### config.mk
export PLATFORM = sky130hd
export DESIGN_NAME = add_cal_mch_mod_flat
export DESIGN_NICKNAME = d
export VERILOG_FILES = /design/src/rtl/add_cal_mch_mod_if.sv /design/src/rtl/add_cal_mch_mod.sv /design/src/flat_wrapper.sv
export SDC_FILE = /design/constraint.sdc
export NUM_CORES = 2
export LEC_CHECK = 0
export ABC_AREA = 1
export BUFFER_PORTS_ARGS = -buffer_cell sky130_fd_sc_hd__buf_4
export CORE_UTILIZATION = 53
export CTS_CLUSTER_DIAMETER = 30
export CTS_CLUSTER_SIZE = 25
export DETAILED_ROUTE_END_ITERATION = 7
export PLACE_DENSITY = 0.69
export SYNTH_ARGS = -nofsm -noshare
export SYNTH_HDL_FRONTEND = slang
export SYNTH_SLANG_ARGS = --single-unit
### constraint.sdc
create_clock -name clk -period 24.7 [get_ports clk]
set_input_delay 2.47 -clock clk [delete_from_list [all_inputs] [get_ports clk]]
set_output_delay 2.47 -clock clk [all_outputs]
set_load 0.02 [all_outputs]
### src/rtl/add_cal_mch_mod_if.sv
// Increment/read port bundle for the multi-channel accumulating counter.
// The master side drives increments and reads; the slave side returns read data.
interface add_cal_mch_mod_if #(
    parameter int unsigned CH_W         = 3,
    parameter int unsigned ADD_IN_WIDTH = 8,
    parameter int unsigned ADD_OT_WIDTH = 64
);
    logic                    clr_en;
    logic [ADD_IN_WIDTH-1:0] data_in;
    logic [CH_W-1:0]         data_in_ch;
    logic                    data_in_en;
    logic                    rd_req;
    logic [CH_W-1:0]         rd_ch;
    logic                    rd_clr;
    logic                    rd_vld;
    logic [ADD_OT_WIDTH-1:0] rd_data;
    logic                    rd_ovf;

    modport master (
        output clr_en, data_in, data_in_ch, data_in_en, rd_req, rd_ch, rd_clr,
        input  rd_vld, rd_data, rd_ovf
    );

    modport slave (
        input  clr_en, data_in, data_in_ch, data_in_en, rd_req, rd_ch, rd_clr,
        output rd_vld, rd_data, rd_ovf
    );
endinterface

### src/rtl/add_cal_mch_mod.sv
// Multi-channel statistics counter: each channel is a low/high split adder joined by a
// registered carry, with wrap or saturate mode, sticky overflow and read/read-clear port.
module add_cal_mch_mod #(
    parameter int unsigned CH_NUM       = 8,
    parameter int unsigned CH_W         = $clog2(CH_NUM),
    parameter int unsigned ADD_IN_WIDTH = 8,
    parameter int unsigned ADD_OT_WIDTH = 64,
    parameter int unsigned ADD_TP_WIDTH = ADD_OT_WIDTH / 2,
    parameter bit          SAT_EN       = 1'b0
) (
    input logic              clk,
    input logic              rst,
    add_cal_mch_mod_if.slave bus
);
    localparam int unsigned HI_W  = ADD_OT_WIDTH - ADD_TP_WIDTH;
    localparam int unsigned LO_SW = ADD_TP_WIDTH + 1;
    localparam int unsigned HI_SW = HI_W + 1;

    typedef logic [ADD_TP_WIDTH-1:0] lo_t;
    typedef logic [HI_W-1:0]         hi_t;

    lo_t               lo_q [CH_NUM];
    lo_t               lo_d [CH_NUM];
    hi_t               hi_q [CH_NUM];
    hi_t               hi_d [CH_NUM];
    logic [CH_NUM-1:0] ovf_q;
    logic [CH_NUM-1:0] ovf_d;

    logic                    s0_vld_q;
    logic [CH_W-1:0]         s0_ch_q;
    logic [ADD_IN_WIDTH-1:0] s0_data_q;
    logic                    s1_cy_q;
    logic                    s1_cy_d;
    logic [CH_W-1:0]         s1_ch_q;

    logic                    r0_vld_q;
    logic                    r0_clr_q;
    logic                    r0_zero_q;
    logic [CH_W-1:0]         r0_ch_q;
    logic                    r1_vld_q;
    logic                    r1_clr_q;
    logic                    r1_zero_q;
    logic [CH_W-1:0]         r1_ch_q;
    lo_t                     r1_lo_q;
    logic                    r2_vld_q;
    logic                    r2_zero_q;
    logic                    r2_ovf_q;
    lo_t                     r2_lo_q;
    hi_t                     r2_hi_q;
    logic                    rd_vld_q;
    logic                    rd_ovf_q;
    logic [ADD_OT_WIDTH-1:0] rd_data_q;

    logic             inc_ok;
    logic             rd_ok;
    lo_t              r0_lo_sel;
    hi_t              r1_hi_sel;
    logic             r1_ovf_sel;
    lo_t              lo_base;
    hi_t              hi_base;
    logic             hi_clr;
    logic [LO_SW-1:0] lo_sum;
    logic [HI_SW-1:0] hi_sum;

    assign inc_ok = 32'(bus.data_in_ch) < CH_NUM;
    assign rd_ok  = 32'(bus.rd_ch) < CH_NUM;

    // A read-clear zeroes the low half one edge after the request and the high half/flag
    // one edge later, exactly where that request's snapshot of each half is taken, so the
    // snapshot keeps older increments while newer ones land on the cleared base.
    always_comb begin
        s1_cy_d    = 1'b0;
        r0_lo_sel  = '0;
        r1_hi_sel  = '0;
        r1_ovf_sel = 1'b0;
        lo_base    = '0;
        hi_base    = '0;
        hi_clr     = 1'b0;
        lo_sum     = '0;
        hi_sum     = '0;
        for (int unsigned i = 0; i < CH_NUM; i++) begin
            lo_base = (r0_clr_q && (r0_ch_q == CH_W'(i))) ? '0 : lo_q[i];
            lo_sum  = {1'b0, lo_base};
            if (s0_vld_q && (s0_ch_q == CH_W'(i))) begin
                lo_sum  = {1'b0, lo_base} + LO_SW'(s0_data_q);
                s1_cy_d = lo_sum[ADD_TP_WIDTH];
            end
            lo_d[i] = lo_sum[ADD_TP_WIDTH-1:0];

            hi_clr   = r1_clr_q && (r1_ch_q == CH_W'(i));
            hi_base  = hi_clr ? '0 : hi_q[i];
            hi_sum   = {1'b0, hi_base} + HI_SW'(s1_cy_q && (s1_ch_q == CH_W'(i)));
            hi_d[i]  = hi_sum[HI_W-1:0];
            ovf_d[i] = (ovf_q[i] & ~hi_clr) | hi_sum[HI_W];

            if (r0_ch_q == CH_W'(i)) begin
                r0_lo_sel = lo_q[i];
            end
            if (r1_ch_q == CH_W'(i)) begin
                r1_hi_sel  = hi_q[i];
                r1_ovf_sel = ovf_q[i];
            end
        end
    end

    always_ff @(posedge clk or posedge rst) begin
        if (rst) begin
            lo_q      <= '{default: '0};
            hi_q      <= '{default: '0};
            ovf_q     <= '0;
            s0_vld_q  <= 1'b0;
            s0_ch_q   <= '0;
            s0_data_q <= '0;
            s1_cy_q   <= 1'b0;
            s1_ch_q   <= '0;
        end else if (bus.clr_en) begin
            lo_q     <= '{default: '0};
            hi_q     <= '{default: '0};
            ovf_q    <= '0;
            s0_vld_q <= 1'b0;
            s1_cy_q  <= 1'b0;
        end else begin
            lo_q      <= lo_d;
            hi_q      <= hi_d;
            ovf_q     <= ovf_d;
            s0_vld_q  <= bus.data_in_en && inc_ok;
            s0_ch_q   <= bus.data_in_ch;
            s0_data_q <= bus.data_in;
            s1_cy_q   <= s1_cy_d;
            s1_ch_q   <= s0_ch_q;
        end
    end

    // Once saturated the halves keep wrapping internally; the sticky flag alone
    // stands for all-ones until the channel is cleared.
    always_ff @(posedge clk or posedge rst) begin
        if (rst) begin
            r0_vld_q  <= 1'b0;
            r0_clr_q  <= 1'b0;
            r0_zero_q <= 1'b0;
            r0_ch_q   <= '0;
            r1_vld_q  <= 1'b0;
            r1_clr_q  <= 1'b0;
            r1_zero_q <= 1'b0;
            r1_ch_q   <= '0;
            r1_lo_q   <= '0;
            r2_vld_q  <= 1'b0;
            r2_zero_q <= 1'b0;
            r2_ovf_q  <= 1'b0;
            r2_lo_q   <= '0;
            r2_hi_q   <= '0;
            rd_vld_q  <= 1'b0;
            rd_ovf_q  <= 1'b0;
            rd_data_q <= '0;
        end else begin
            r0_vld_q  <= bus.rd_req;
            r0_ch_q   <= bus.rd_ch;
            r0_clr_q  <= bus.rd_req && bus.rd_clr && rd_ok && !bus.clr_en;
            r0_zero_q <= !rd_ok || bus.clr_en;
            r1_vld_q  <= r0_vld_q;
            r1_ch_q   <= r0_ch_q;
            r1_clr_q  <= r0_clr_q;
            r1_zero_q <= r0_zero_q || bus.clr_en;
            r1_lo_q   <= r0_lo_sel;
            r2_vld_q  <= r1_vld_q;
            r2_zero_q <= r1_zero_q || bus.clr_en;
            r2_lo_q   <= r1_lo_q;
            r2_hi_q   <= r1_hi_sel;
            r2_ovf_q  <= r1_ovf_sel;
            rd_vld_q  <= r2_vld_q;
            if (r2_vld_q) begin
                if (r2_zero_q || bus.clr_en) begin
                    rd_data_q <= '0;
                    rd_ovf_q  <= 1'b0;
                end else if (SAT_EN && r2_ovf_q) begin
                    rd_data_q <= '1;
                    rd_ovf_q  <= 1'b1;
                end else begin
                    rd_data_q <= {r2_hi_q, r2_lo_q};
                    rd_ovf_q  <= r2_ovf_q;
                end
            end
        end
    end

    assign bus.rd_vld  = rd_vld_q;
    assign bus.rd_data = rd_data_q;
    assign bus.rd_ovf  = rd_ovf_q;
endmodule
### src/flat_wrapper.sv
// flat-port wrapper written by rule: the top's interface ports become plain ports
module add_cal_mch_mod_flat 
#(
    parameter int unsigned CH_NUM       = 8,
    parameter int unsigned CH_W         = $clog2(CH_NUM),
    parameter int unsigned ADD_IN_WIDTH = 8,
    parameter int unsigned ADD_OT_WIDTH = 64,
    parameter int unsigned ADD_TP_WIDTH = ADD_OT_WIDTH / 2,
    parameter bit          SAT_EN       = 1'b0
)
  (clk, rst, bus_clr_en, bus_data_in, bus_data_in_ch, bus_data_in_en, bus_rd_req, bus_rd_ch, bus_rd_clr, bus_rd_vld, bus_rd_data, bus_rd_ovf);
  add_cal_mch_mod_if #(.CH_W(CH_W), .ADD_IN_WIDTH(ADD_IN_WIDTH), .ADD_OT_WIDTH(ADD_OT_WIDTH)) bus_i ();
  input logic clk;
  input logic rst;
  input wire logic [$bits(bus_i.clr_en)-1:0] bus_clr_en;
  input wire logic [$bits(bus_i.data_in)-1:0] bus_data_in;
  input wire logic [$bits(bus_i.data_in_ch)-1:0] bus_data_in_ch;
  input wire logic [$bits(bus_i.data_in_en)-1:0] bus_data_in_en;
  input wire logic [$bits(bus_i.rd_req)-1:0] bus_rd_req;
  input wire logic [$bits(bus_i.rd_ch)-1:0] bus_rd_ch;
  input wire logic [$bits(bus_i.rd_clr)-1:0] bus_rd_clr;
  output wire logic [$bits(bus_i.rd_vld)-1:0] bus_rd_vld;
  output wire logic [$bits(bus_i.rd_data)-1:0] bus_rd_data;
  output wire logic [$bits(bus_i.rd_ovf)-1:0] bus_rd_ovf;
  assign bus_i.clr_en = bus_clr_en;
  assign bus_i.data_in = bus_data_in;
  assign bus_i.data_in_ch = bus_data_in_ch;
  assign bus_i.data_in_en = bus_data_in_en;
  assign bus_i.rd_req = bus_rd_req;
  assign bus_i.rd_ch = bus_rd_ch;
  assign bus_i.rd_clr = bus_rd_clr;
  assign bus_rd_vld = bus_i.rd_vld;
  assign bus_rd_data = bus_i.rd_data;
  assign bus_rd_ovf = bus_i.rd_ovf;
  add_cal_mch_mod #(.CH_NUM(CH_NUM), .CH_W(CH_W), .ADD_IN_WIDTH(ADD_IN_WIDTH), .ADD_OT_WIDTH(ADD_OT_WIDTH), .ADD_TP_WIDTH(ADD_TP_WIDTH), .SAT_EN(SAT_EN)) u_core (.clk(clk), .rst(rst), .bus(bus_i));
endmodule
# --- Word-level counts from Yosys, hierarchy flattened ---
# Index checks and enable logic that the tools add are counted.
word_totals:
  input_bits: 20
  word_cells: 212
  output_inout_bits: 66
  reg_bits: 713
classes:
  n_mux: 63
  bitwise_logic: 24
  n_reduce_logical: 42
  n_eq_ne: 28
  n_addsub: 16
ops:
  columns: ["operator", "n"]
  rows:
  - ["two-way mux 32 bit", 40]
  - ["two-way mux 256 bit", 2]
  - ["adder 32 x 1 -> 33 bit", 8]
  - ["adder 32 x 8 -> 33 bit", 8]
  - ["two-way mux 64 bit", 1]
  - ["== test 3 bit, second input constant", 16]
  - ["logical AND 1 bit", 34]
  - ["== test 3 x 2 -> 1 bit, second input constant", 8]
  - ["two-way mux 1 bit", 19]
  - ["== test 3 x 1 -> 1 bit, second input constant", 4]
  - ["zero test 3 bit", 4]
  - ["AND 1 bit", 8]
  - ["two-way mux 8 bit", 1]
  - ["NOT 1 bit", 8]
  - ["OR 1 bit", 8]
  - ["logical OR 1 bit", 3]
  - ["zero test 1 bit", 1]

# --- Logic depth before layout (Yosys ltp) ---
logic_depth:
  ltp_word: 13
  depth_mapped: 25
  ltp_nobuf: 21

# --- Worst setup path before layout ---
# Ideal clock, no wire load.
synth_timing:
  path_kind: "register to register"
  from: "register u_core.r0_ch_q[0]"
  to: "register u_core.lo_q[88] (netlist name)"
  stages_incl_launch_ff: 25
  arrival_time_ps: 3582
  required_ps: 24636
  setup_ps: 64
  path_slack_ps: 21054
  period_less_slack_ps: 3646
  n_path_buf: 4
  cell_sequence: "dfrtp_1 > buf_2 > inv_2 > nor3_4 > nand2_1 > buf_2 > buf_1 > clkbuf_1 > nand2_1 > inv_1 > ha_1 > inv_1 > fa_1 > inv_1 > nand2_1 > o21ai_0 > nand2_1 > nand2_1 > nand2_1 > nor2_1 > nand2_1 > nor2_1 > nand2_1 > a21oi_1 > o21a_1"
synth_via:
  elab_chain_len: 6
synth_rtl:
  columns: ["element", "line_no", "rtl"]
  rows:
  - ["start, declared", "add_cal_mch_mod.sv:39", "logic [CH_W-1:0] r0_ch_q;"]
  - ["start signal, assigned", "add_cal_mch_mod.sv:157", "r0_ch_q <= bus.rd_ch;"]
  - ["== test 3 bit *", "add_cal_mch_mod.sv:82", "lo_base = (r0_clr_q && (r0_ch_q == CH_W'(i))) ? '0 : lo_q[i];"]
  - ["logical AND 1 bit *", "add_cal_mch_mod.sv:82", null]
  - ["two-way mux 32 bit *", "add_cal_mch_mod.sv:82", null]
  - ["adder 32 x 8 -> 33 bit", "add_cal_mch_mod.sv:85", "lo_sum = {1'b0, lo_base} + LO_SW'(s0_data_q);"]
  - ["two-way mux 32 bit *", "add_cal_mch_mod.sv:84", "if (s0_vld_q && (s0_ch_q == CH_W'(i))) begin"]
  - ["two-way mux 256 bit *", "add_cal_mch_mod.sv:116", "end else if (bus.clr_en) begin"]
  - ["end signal, assigned", "add_cal_mch_mod.sv:123", "lo_q <= lo_d;"]
  - ["end, declared", "add_cal_mch_mod.sv:22", "lo_t lo_q [CH_NUM];"]
# Every way passes the cells marked *; elsewhere a longest branch is shown, timed or not.
# A chain may end at the register's enable or synchronous reset.

# --- Worst setup path in the final report ---
layout_timing:
  from: "register u_core.r0_ch_q[2]"
  to: "register u_core.lo_q[215] (netlist name)"
layout_via:
  elab_chain_len: 6
layout_rtl:
  columns: ["element", "line_no"]
  rows:
  - ["== test 3 x 1 -> 1 bit *", "add_cal_mch_mod.sv:82"]
  - ["logical AND 1 bit *", "add_cal_mch_mod.sv:82"]
  - ["two-way mux 32 bit *", "add_cal_mch_mod.sv:82"]
  - ["adder 32 x 8 -> 33 bit", "add_cal_mch_mod.sv:85"]
  - ["two-way mux 32 bit *", "add_cal_mch_mod.sv:84"]
  - ["two-way mux 256 bit *", "add_cal_mch_mod.sv:116"]
# Marks and branches as above.

==> PnR_summary.wiki <==
{| class="wikitable"
! Metric !! Value
|-
| Combinational power share || 3.8%
|-
| Buffer and inverter count on the worst path || 3
|-
| Category of the worst setup path launch point || flop
|-
| Post-CTS repair timing setup buffer count || 0
|-
| RSZ-0062 raised after global routing || no
|-
| Setup clock skew after layout || around 0.022 ns
|-
| Largest net degree at the start of global routing || roughly 160
|-
| Cell Area, Synth || roughly 0.042 sq mm
|-
| Nets@finish || roughly 6000
|-
| Worst hold path startpoint || u_core.r1_lo_q[6]
|-
| Status || complete, no violations
|-
| Power per standard cell area || ~73 mW/mm^2
|-
| Port Buffers || 85
|-
| Clock slew at the register clock pins of the worst setup and hold paths || around 0.05 ns
|-
| Antenna Diode Count || 0
|-
| Total of hold buffers inserted after clock tree synthesis || 0
|-
| Synthesis Warnings || 0
|-
| Worst min-delay path class || reg2reg
|-
| Worst Setup Slack post-DPL || 19.60 ns
|-
| Main combinational cell family by area after synthesis || simple AND/OR/NAND/NOR gates
|-
| Final sum of negative setup slack || 0 ns
|-
| Slew @ Worst Pin || 1.16 ns
|-
| Area fraction of the dominant cell type after synthesis || 42.2%
|-
| Number of cells produced by synthesis || 5812
|-
| Initial standard-cell utilization of the core || 53.5%
|-
| Via/cell ratio || 5.71
|-
| Slew Viols, Final || 0
|-
| Worst path required time || around 25 ns
|-
| Int Power || 0.00275 W
|-
| Final cell utilization of the core || 62.9%
|-
| Total via count after detailed routing || 40500
|-
| Resize count post-CTS || 0
|-
| Total detailed-routing wirelength || about 140000 microns
|-
| Slowest cell delay on critical path || 0.64 ns
|-
| Worst R2R Start || u_core.r0_ch_q[2]
|-
| Min-Delay Endpoint || u_core.r2_lo_q[6]
|-
| Post-route ant nets || 0
|-
| Crit-path leading delay family || simple AND/OR/NAND/NOR gates
|-
| Mean post-synth cell area || 7.27 sq um
|-
| Number of antenna violations at the first check in global routing || 1
|-
| Maximum achievable frequency || approximately 210 MHz
|-
| Power consumption || 0.00362 W
|-
| Fillers || 7182
|-
| Critical path start-end classification || reg2reg
|-
| Cell with the most instances after synthesis || nand2_1
|-
| Dominant cell type by area after synthesis || dfrtp_1
|-
| Synth Area in Adders || between 2 and 3%
|-
| Final-report setup violation count || 0
|-
| Reg2Reg Capture Point || u_core.lo_q[215]
|-
| Share of total power consumed by net switching || between 20% and 30%
|-
| Xor/xnor cell area share of the yosys netlist || between 3 and 4%
|-
| Synth-to-layout area growth || 17.5%
|-
| Number of H-tree levels || 4
|-
| Final Cycle Share || 19.2%
|-
| Root Buffer || clkbuf_16
|-
| Weighted congestion reported at the end of routability-driven placement || roughly 1
|-
| Number of global-route vias before repair || 38500
|-
| Slew HR || 22.2%
|-
| Predominant post-synthesis flop cell || dfrtp_1
|-
| Number of maximum-capacitance constraint violations || 0
|-
| Clock tree from TritonCTS || yes
|-
| Worst skew pair latency || 0.75 ns
|-
| CP max-delay cell || inv_2
|-
| Die width || 284 microns
|-
| 1st-iter DRT viols || 4033
|-
| Worst-case register-to-register setup slack || 19.96 ns
|-
| Number of sinks driven by the clock tree || 713
|-
| Post-DR wirelength/cell || 19.8 microns
|-
| Register area share after synthesis || a little over two fifths
|-
| Nets in the synthesized netlist || 5920
|-
| Number of register bits inferred by synthesis || 713
|-
| Clock share of power || 63.3%
|-
| Buffer levels on the longest clock path || 3
|-
| Async S/R FF share, synth || 100%
|-
| Cells along the critical path || inv_2 -> nand4_2 -> inv_2 -> nor2_1 -> ha_1 -> inv_1 -> nor2_1 -> nor2_1 -> o21ai_0 -> nand2_1 -> a21boi_1 -> nand2_1 -> nor3_2 -> nand2_1 -> nor3b_1
|-
| Post-detail-place hpwl || 101000 microns
|-
| Share of final-layout standard cells stronger than drive strength 1 || 8.05%
|-
| Data arrival at the endpoint of the critical path || 5.31 ns
|-
| CTS Buf Count || 169
|-
| Synth unique cells || 57
|-
| Total global-route track usage || 34.8%
|-
| Area enclosed by the die boundary || between 0.08 and 0.09 sq mm
|-
| PnR worst setup slack || 19.96 ns
|-
| Crit path capture type || flop
|-
| Pre-Repair DR Iteration Count || 6
|-
| Hold-critical path depth || 0
|-
| Largest cells by area after synthesis || dfrtp_1, nand2_1, nor2_1, inv_1, nand3_1
|-
| Global-route congestion overflow total || 0
|-
| Multiplexer share of the synthesized area || 0%
|-
| Rows || approximately 100
|-
| Most used standard cells in the synthesized netlist || nand2_1, nor2_1, inv_1, dfrtp_1, nand3_1
|-
| Core Region || approximately 0.079 sq mm
|-
| Boundary Pins || 86
|-
| Simple-gate share of the synthesized area || 29.3%
|-
| Height of the chip || 284 microns
|-
| Peak ir drop on the vdd network || ~0.000064 V
|-
| Count of flip-flops with a built-in enable after synthesis || 0
|-
| Wire length of the first global-routing pass || 219000 microns
|-
| Worst Reg-to-Reg Cells || 15
|-
| Crit-path max FO || 27
|-
| Static Leak || 21.2 nW
|-
| Final Hold Fails || 0
|-
| DRC violations left || 0
|-
| Part of the total power dissipated in sequential elements || 33.0%
|-
| Synth Area in Compound Gates || 12.7%
|-
| Min cycle time layout || 4.74 ns
|-
| Switching Power || 0.000876 W
|}
[worst max path at each step]
stage | startpoint | endpoint | slack, ns | depth (start not counted)
6_report | u_core.r0_ch_q[2] | u_core.lo_q[215] | 19.96 | 15
3_3_place_gp | rst | u_core.r2_vld_q | 19.60 | 4
3_5_place_dp | rst | u_core.r2_vld_q | 19.60 | 4
5_1_grt | u_core.r0_ch_q[2] | u_core.lo_q[191] | 19.64 | 19
2_1_floorplan | rst | u_core.bus.rd_data[0] | 2.23 | 1
4_1_cts | u_core.r0_ch_q[2] | u_core.lo_q[215] | 20.04 | 15
[power by group through the flow]
stage	logic (W)	clock network [W]	registers, W
final	0.000136	0.00229	0.00119
after global routing	0.000153	0.00238	0.00119
after CTS	0.000137	0.00231	0.00119
after detailed placement	0.000136	0	0.00121
after global placement	0.000134	0	0.00121
after floorplan	0.0000993	0	0.00121
[placed cells by master, fill, tap and decap left out, types with 23 or more instances in the layout]
| master | netlist | routed |
|---|---|---|
| clkbuf_16 | 0 | 171 |
| inv_1 | 780 | 779 |
| o221ai_1 | 32 | 32 |
| o21a_1 | 32 | 32 |
| nand3_1 | 384 | 384 |
| buf_4 | 4 | 122 |
| nor4_1 | 53 | 53 |
| a221oi_1 | 27 | 27 |
| o21ai_0 | 354 | 354 |
| nor3_1 | 234 | 231 |
| clkinvlp_4 | 0 | 23 |
| nor2_1 | 889 | 886 |
| a21oi_1 | 374 | 374 |
| ha_1 | 80 | 80 |
| xnor2_1 | 70 | 70 |
| dfrtp_1 | 713 | 712 |
| nand2_1 | 1121 | 1121 |
| nand4_1 | 115 | 115 |
| o2111ai_1 | 50 | 50 |
| xor2_1 | 123 | 123 |
[flip-flops by register name (all words and copies together), names as in the netlist, 3 cells and up]
name	cells
u_core.lo_q	256
u_core.bus.rd_data	64
u_core.r2_hi_q	32
u_core.r1_ch_q	3
u_core.s1_ch_q	3
u_core.s0_ch_q	3
u_core.ovf_q	8
u_core.r2_lo_q	32
u_core.r0_ch_q	3
u_core.s0_data_q	8
u_core.hi_q	256
u_core.r1_lo_q	32
[per-stage QoR]
step                      hold WS, ns  cells  cell area (sq um)
after floorplan                 0.331   5812              42300
after global placement          0.333   6783              43700
after detailed placement        0.335   6783              43700
after CTS                       0.344   7097              49700
after global routing            0.351   7097              49700
final                           0.343   7097              49700
[logic make-up (layout without fill, tap and decap cells)]
| family | count (synthesis) | after routing |
|---|---|---|
| AO/OA/AOI/OAI | 942 | 942 |
| XOR/XNOR | 193 | 193 |
| adder cells (fa/ha/maj) | 88 | 88 |
| buffers and inverters | 999 | 1234 |
| flip-flops | 713 | 713 |
| AND/OR/NAND/NOR | 2877 | 2877 |
[per-layer routing]
layer	share of wire (%)	vias up	global-route usage (%)
li1	-	19400	-
met1	43	19200	48.1
met2	45	1631	53.1
met3	7.1	329	5.31
met4	4.9	0	17.6
met5	0	-	0
[cell type report]
type	instances	area (sq um)	share of cell area (%)
multi-input cells	4100	20600	41.5
clock inverters	104	1300	2.61
flip-flops and latches	713	17800	35.9
inverters	796	3000	6.04
clock buffers	210	4650	9.35
well taps	1050	1310	2.64
repair buffers	124	951	1.91
(Power assumes the default switching activity.)
